[src/rtl/pp_accumulator_64x32.sv]
// Sequential shift-and-add reducer for the 64x32 partial-product array: one partial
// product per beat, 96-bit unsigned product out over a valid/ready handshake.
module pp_accumulator_64x32 #(
  parameter int unsigned Width   = 64,
  parameter int unsigned PpCount = 32,
  parameter int unsigned IdxW    = 5
) (
  input  logic                     clk_i,
  input  logic                     reset_i,
  input  logic                     pp_valid_i,
  output logic                     pp_ready_o,
  input  logic [Width-1:0]         pp_data_i,
  output logic [IdxW-1:0]          pp_idx_o,
  output logic                     prod_valid_o,
  input  logic                     prod_ready_i,
  output logic [Width+PpCount-1:0] prod_data_o,
  output logic                     busy_o
);

  localparam int unsigned ProdW = Width + PpCount;

  typedef enum logic [1:0] {StIdle, StAccum, StDone} state_e;

  state_e           state_q, state_d;
  logic [ProdW-1:0] acc_q, acc_d;
  logic [IdxW-1:0]  idx_q, idx_d;

  logic             pp_accept;
  logic             prod_consume;
  logic [ProdW-1:0] pp_ext;
  logic [ProdW-1:0] pp_shifted;
  logic             idx_last;

  assign pp_accept    = pp_valid_i & pp_ready_o;
  assign prod_consume = prod_valid_o & prod_ready_i;
  assign pp_ext       = {{PpCount{1'b0}}, pp_data_i};
  assign pp_shifted   = pp_ext << idx_q;
  assign idx_last     = (idx_q == IdxW'(PpCount - 1));

  always_ff @(posedge clk_i) begin
    if (reset_i) begin
      state_q <= StIdle;
      acc_q   <= '0;
      idx_q   <= '0;
    end else begin
      state_q <= state_d;
      acc_q   <= acc_d;
      idx_q   <= idx_d;
    end
  end

  always_comb begin
    state_d = state_q;
    acc_d   = acc_q;
    idx_d   = idx_q;
    unique case (state_q)
      StIdle: begin
        // First beat replaces the previous product rather than adding to it.
        if (pp_accept) begin
          acc_d   = pp_ext;
          idx_d   = IdxW'(1);
          state_d = StAccum;
        end
      end
      StAccum: begin
        if (pp_accept) begin
          acc_d = acc_q + pp_shifted;
          if (idx_last) begin
            idx_d   = '0;
            state_d = StDone;
          end else begin
            idx_d = idx_q + IdxW'(1);
          end
        end
      end
      StDone: begin
        if (prod_consume) begin
          state_d = StIdle;
        end
      end
      default: state_d = StIdle;
    endcase
  end

  always_comb begin
    pp_ready_o   = 1'b0;
    prod_valid_o = 1'b0;
    busy_o       = 1'b0;
    unique case (state_q)
      StIdle:  pp_ready_o = ~reset_i;
      StAccum: begin
        pp_ready_o = ~reset_i;
        busy_o     = 1'b1;
      end
      StDone: begin
        prod_valid_o = 1'b1;
        busy_o       = 1'b1;
      end
      default: ;
    endcase
  end

  assign pp_idx_o    = idx_q;
  assign prod_data_o = acc_q;

endmodule

[config.mk]
export PLATFORM = sky130hd
export DESIGN_NAME = pp_accumulator_64x32
export DESIGN_NICKNAME = d
export VERILOG_FILES = /design/src/rtl/pp_accumulator_64x32.sv
export SDC_FILE = /design/constraint.sdc
export NUM_CORES = 1
export LEC_CHECK = 0
export ABC_CLOCK_PERIOD_IN_PS = 6900
export CAP_MARGIN = 20
export CORE_AREA = 2 2 225 160
export DETAILED_ROUTE_END_ITERATION = 8
export DIE_AREA = 0 0 227 162
export GPL_ROUTABILITY_DRIVEN = 0
export GPL_TIMING_DRIVEN = 0
export HOLD_SLACK_MARGIN = 0.06
export SYNTH_ARGS = -nofsm -noshare
export SYNTH_HDL_FRONTEND = slang
export SYNTH_SLANG_ARGS = --single-unit
[constraint.sdc]
create_clock -name clk_i -period 6.9 [get_ports clk_i]
set_input_delay 1.38 -clock clk_i [delete_from_list [all_inputs] [get_ports clk_i]]
set_output_delay 1.38 -clock clk_i [all_outputs]
set_load 0.01 [all_outputs]
==> results.md <==
• **synthesis-stage register bit count** 103
• **total number of yosys warnings** 0
• **worst-margin pin slew** 1.23 ns
• **final hold vios** 0
• **clock latency reported for the late side of the worst-skew pair** 0.39 ns
• **worst relative slew slack** 18.3%
• **maximum fanout along the worst path** 10
• **max-slew violations** 0
• **number of cell instances on the worst register-to-register path** 18
• **part of the Yosys area used for sequential elements** 15.1%
• **Layout fillers** 3469
• **cell count after synthesis** 1745
• **clock edge transition at the registers on the reported setup and hold paths** 0.08 ns
• **vias in the first global route** 13745
• **post-detailed-placement half-perimeter wirelength** 47500 µm
• **total power density per cell area** 194 nW/µm²
• **post-layout net count** 2098
• **maximum level of the CTS H-tree** 3
• **Avg Vias per Cell** 6.31
• **share of layout cells above drive strength 1** 8.85%
• **buffer cell driving the clock tree root** clkbuf_16
• **vias after detailed routing** 15188
• **number of setup violations in the final report** 0
• **Critical Path End Type** register
• **count of hold-fix buffers inserted at cts** 0
• **# clock sinks** 103
• **max-cap viol count** 0
• **initial antenna violation count** 3
• **CP Launch Type** register
• **Syn Nets** 1915
• **most used flip-flop cell after synthesis** dfxtp_1
• **total congestion overflow** 0
• **residual DRC count** 0
• **crit-path max cell delay** 0.65 ns
• **critical path start-end classification** register to register
• **fraction of registers with async set/reset** 0%
• **unrepaired setup endpoints after global routing** no
• **Detail Route Antenna Nets** 0
• **maximum vdd ir drop** 0.133 mV
• **standard-cell rows** 57
• **worst-case clock skew** 0.0147 ns
• **DIE WIDTH** 227 µm
• **run status** complete, no violations
• **Routed wire per std cell** 24.2 µm
• **data required time at the worst endpoint** 7.22 ns
• **Fin Setup TNS** 0 ns
• **Final period util** 96.4%
• **synthesized cell area** 13700 µm²
• **worst hold-check path type** register to register
• **TritonCTS buffer count** 9
• **Lkg Pwr** 0.00589 µW
• **post-layout minimum cycle time** 6.65 ns
• **final WL** 58200 µm
• **Boundary Pins** 172
• **Critical Path AT** 6.97 ns
• **Die Span Y** 162 µm
• **first-pass iteration count of the detailed router** 7
• **unique cell type count in the Yosys netlist** 78
• **reg-to-reg critical path endpoint** prod_data_o[88]
• **violation count after the first detailed-routing iteration** 2099
• **largest net degree at the start of global routing** 17
• **worst hold-check slack** 0.479 ns
• **die area** 36800 µm²
• **Port-buffer cells** 171
• **Layout Area Growth over Synthesis** 19.0%
• **TritonCTS clock tree** yes
• **Min-Delay Endpoint** prod_data_o[70]
• **Worst path slowest cell** clkbuf_1
• **Max Freq** 150 MHz
• **origin of the worst min-delay path** prod_data_o[70]
• **wire length of the first global-routing pass** 85300 µm
• **Bufs on Longest Clock Path** 2
• **FF-to-FF setup slack** 0.25 ns
• **hold path cells** 2
• **Mapped Avg Cell Area** 7.84 µm²
• **placeable core area** 34500 µm²
• **FF-to-FF Start** pp_idx_o[1]
• **Post-synth EDFFs** 0
• **initial cell density of the core** 39.7%
• **global-route total usage across every layer** 31.0%
• **critical-path cell list** clkbuf_1 > clkbuf_1 > mux4_2 > mux2i_1 > mux2_2 > mux2i_1 > ha_1 > nand4_1 > nor3_1 > nand3_1 > a211oi_1 > nor3_1 > o31ai_2 > a21oi_2 > o41ai_4 > a21boi_0 > xor2_1 > o21ai_0
[cell families after synthesis]
group,Yosys count,synth area share [%]
xor gates and xnor gates,88,5.63
AOI/OAI and AO/OA,540,25.3
and+or+nand+nor,510,16.9
adders and majority gates,102,9.38
DFF,103,15.1
muxes,244,23.2
buffers and inverters,158,4.53
[cells in the final DEF (no fill, tap or decap), drive strengths merged, types with 10 or more instances in the layout]
master,count
and3,10
dfxtp,103
nor2b,10
a21o,47
nand4,41
o21ai,105
o21bai,25
nor2,190
buf,26
o21a,15
nor3,20
clkdlybuf4s50,171
mux2,56
o22ai,18
nand3,23
mux4,53
a31oi,10
xnor2,49
nand2b,18
clkbuf,113
nand2,166
a21oi,186
ha,101
inv,31
mux2i,135
xor2,39
a211oi,74
o31ai,10
[layout make-up]
cell class / instances / area, µm² / share of cell area (%)
multi-input cells: 1484 / 11000 / 67.6
flip-flops and latches: 103 / 2060 / 12.7
repair buffers: 172 / 1720 / 10.6
well taps: 472 / 591 / 3.63
plain buffers: 127 / 509 / 3.13
clock buffers: 11 / 243 / 1.49
inverters: 31 / 116 / 0.714
clock inverters: 5 / 33.8 / 0.207
diodes: 1 / 2.50 / 0.0154
[metrics by stage]
stage / area [µm²] / setup WS, ns / power, µW / cells / utilization (%)
floorplan: 13700 / 1.75 / 1940 / 1745 / -
global placement: 16000 / 0.151 / 2530 / 2388 / 46.3
detailed placement: 16000 / 0.166 / 2550 / 2388 / 46.3
CTS: 16300 / 0.139 / 3080 / 2404 / 47.1
global route: 16300 / 0.0675 / 3320 / 2405 / 47.2
finish: 16300 / 0.247 / 3150 / 2406 / 47.2
[cells in the mapped netlist, types with 5 or more instances]
cell type    n  area (µm²)
buf_2        6        30.0
nor3_1      19        95.1
nand2_1    162         608
mux4_2      53        1190
o22ai_1     17         106
o211ai_1     6        45.0
o21ai_1      7        35.0
inv_1       30         113
o21a_1      15         113
and3_1      10        62.6
nand3_1     23         115
nor2_1     188         706
mux2_2      56         631
o21bai_1    25         188
buf_1       17        63.8
and2_1       7        43.8
nand2b_1    18         113
a21oi_1    184         921
a21o_1      47         353
nand4_1     41         257
dfxtp_1    103        2060
nor2b_1     10        62.6
o21ai_0     97         485
a31oi_1     10        62.6
mux2i_1    135        1350
xor2_1      39         342
a211oi_1    73         548
a221oi_1     5        43.8
ha_1       101        1260
o31ai_1      6        45.0
xnor2_1     49         429
buf_4        5        37.5
clkbuf_1    98         368
[layer usage]
layer	wire length [µm]	share of wire [%]	vias to the layer above	GRT usage, %
li1	-	-	6876	-
met1	25300	44	7138	45.0
met2	22100	38	1040	41.0
met3	9080	16	128	12.8
met4	1550	2.7	6	8.32
met5	136	0.23	-	4.03
[where the power goes]
group / total, µW / switching (µW) / internal (µW)
Clock: 522 / 268 / 255
Sequential: 700 / 56.4 / 644
Combinational: 1930 / 1200 / 734
Total: 3150 / 1520 / 1630
[worst max-delay path, delay by kind of cell, from the launching register on]
kind	cells	cell delay, ns
buf+inv	2	1.21
mux	4	1.21
compound gates	6	1.90
flops	1	0.50
xor+xnor	1	0.18
fa+ha+maj	1	0.51
simple gates	4	1.06
[sequential cells by signal, indices dropped and copies added (netlist names)]
register	count
state_q	2
prod_data_o	96
pp_idx_o	5
[what timing repair did]
action	4_1_cts	5_1_grt
gates resized for setup	0	8
buffers inserted	0	0
setup endpoints to repair	0	19
[worst max-delay path by stage]
stage	from	endpoint	cells after the start
6_report	pp_idx_o[1]	prod_data_o[88]	18
4_1_cts	pp_idx_o[0]	prod_data_o[88]	18
3_5_place_dp	pp_idx_o[0]	prod_data_o[88]	18
5_1_grt	pp_idx_o[0]	prod_data_o[95]	20
2_1_floorplan	pp_idx_o[0]	prod_data_o[95]	19
3_3_place_gp	pp_data_i[36]	prod_data_o[88]	17
Power figures use the tool's default switching activity.
==> variant, RTL diff (same flow settings) <==
Make the reset (`reset_i`) asynchronous in one clocked block.
--- a/src/rtl/pp_accumulator_64x32.sv
+++ b/src/rtl/pp_accumulator_64x32.sv
@@ -38,5 +38,5 @@
   assign idx_last     = (idx_q == IdxW'(PpCount - 1));
 
-  always_ff @(posedge clk_i) begin
+  always_ff @(posedge clk_i or posedge reset_i) begin
     if (reset_i) begin
       state_q <= StIdle;
Behaviour: differs if reset_i is asserted again (counterexample within 4 cycles, from zero or initial values and one cycle with reset_i high); with reset_i held inactive, the same outputs for 4 cycles.
==> variant against the unedited design <==
- design area is 2.4% higher
- utilization is 1.1 points higher
- synthesized area is 2.3% higher
- fmax is 1.5% lower
- synthesized cell count is 0.17% lower
- sequential cell count stayed put
- die area stayed put
- largest cell class unchanged
- routed wire length is 0.23% lower
- count of clock-buffer cells in the layout stayed put
- non-clock buffer count is 8 lower
- worst setup slack worse by 0.098 ns
Power is not compared: it rests on default switching activity, and its combinational part moved more than twofold at a synthesized area within 25%.
==> variant: results <==
export IMPL_run_status="finished, final reports clean"
export IMPL_worstMarginPinSlew_ns=1.111
export IMPL_hold_end="prod_data_o[80]"
export IMPL_whs_ns=0.5219
export IMPL_ff2ff_setup_slack_ns=0.18
export IMPL_post_place_ws_ns=-0.2503
export IMPL_wl_met3_um=7620
export IMPL_reg2reg_to="prod_data_o[95]"
export IMPL_crit_fanout=7
export IMPL_cp_arrival_ns=7.01
export IMPL_nets=2095
export IMPL_synth_commonest_cells="nand2_1 (208), o21ai_0 (179), a21oi_1 (163)"
export IMPL_cp_startpoint="pp_data_i[62]"
export IMPL_antenna_cells=0
export IMPL_synthAdderAreaFrac=0.09166
export IMPL_finalNonFillerCells=2400
export IMPL_reg2regPathDepth=22
export IMPL_grtUsageMet2=0.4266
export IMPL_antenna_found_initial=2
export IMPL_dpl_cell_count=2386
export IMPL_grt_pass1_vias=13990
export IMPL_hpwl_um=47570
export IMPL_first_pass_iters=6
export IMPL_crit_path_end="prod_data_o[94]"
export IMPL_drt_met1_wl_um=26290
export IMPL_final_layout_size_suffix_gt1_frac=0.08143
export IMPL_grt_max_degree=55
export IMPL_ys_top_cells_by_area="dfrtp_1 (18%), mux2i_1 (11%), ha_1 (9.0%)"
export IMPL_peakVddDrop_mv=0.1948
export IMPL_syn_area_per_cell_um2=8.040
export IMPL_via_per_inst=6.348
export IMPL_crit_family="simple AND/OR/NAND/NOR gates"
export IMPL_portBuffers=171
export IMPL_grt_pass1_wl_um=86010
export IMPL_hold_start="prod_data_o[80]"
export IMPL_ys_seq_area_frac=0.1840
export IMPL_fmax_mhz=148.1
export IMPL_synthMuxAreaShare=0.2369
export IMPL_cts_root_buf="clkbuf_16"
export IMPL_synth_fp_nets=1912
export IMPL_cts_buffers=9
export IMPL_drtIter0Drc=2061
export IMPL_dpl_cell_area_mm2=0.01634
export IMPL_cpMaxStageDelayCell="nor4_1"
export IMPL_synthXorXnorAreaFrac=0.05190
export IMPL_clk_pin_slew_ns=0.08
export IMPL_yosys_cell_types_count=74
export IMPL_switching_share=0.5522
export IMPL_clock_skew_final_ns=0.01850
export IMPL_grt_use_met1=0.4718
export IMPL_leakage_nw=6.531
export IMPL_critPathMaxStageDelay_ns=0.86
export IMPL_ys_async_sr_fraction=1.000
export IMPL_grtUsageTotal=0.3115
export IMPL_use_met3=0.09497
export IMPL_wl_per_cell_um=24.19
export IMPL_h_tree_depth=3
export IMPL_synth_compound_area_frac=0.2296
export IMPL_r2r_start="pp_idx_o[0]"
export IMPL_wl_met2_um=22870
## variant: timing repair
action | in CTS | in global routing
setup buffers | 0 | 0
resized for setup | 2 | 5
setup endpoints to repair | 11 | 10
## variant: logic make-up after synthesis
kind of cell	count (synthesis)
fa+ha+maj	102
flops	103
xor+xnor	83
buf+inv	154
mux	263
compound gates	536
simple gates	501
## variant: area by class of cell
type                    count  area [um^2]
flip-flops and latches    103         2577
fillers                  3436        17840
multi-input cells        1485        10850
plain buffers             119        465.4
well taps                 472        590.6
repair buffers            172         1739
clock buffers              11        252.7
inverters                  35        133.9
clock inverters             3        67.56
## variant: power by group through the flow
stage	Sequential, mW	Clock (mW)	Combinational [mW]
floorplan	1.09	0	4.90
global placement	1.08	0	7.00
detailed placement	1.08	0	7.09
CTS	1.07	0.611	7.14
global route	1.10	0.635	7.95
finish	1.07	0.604	7.39
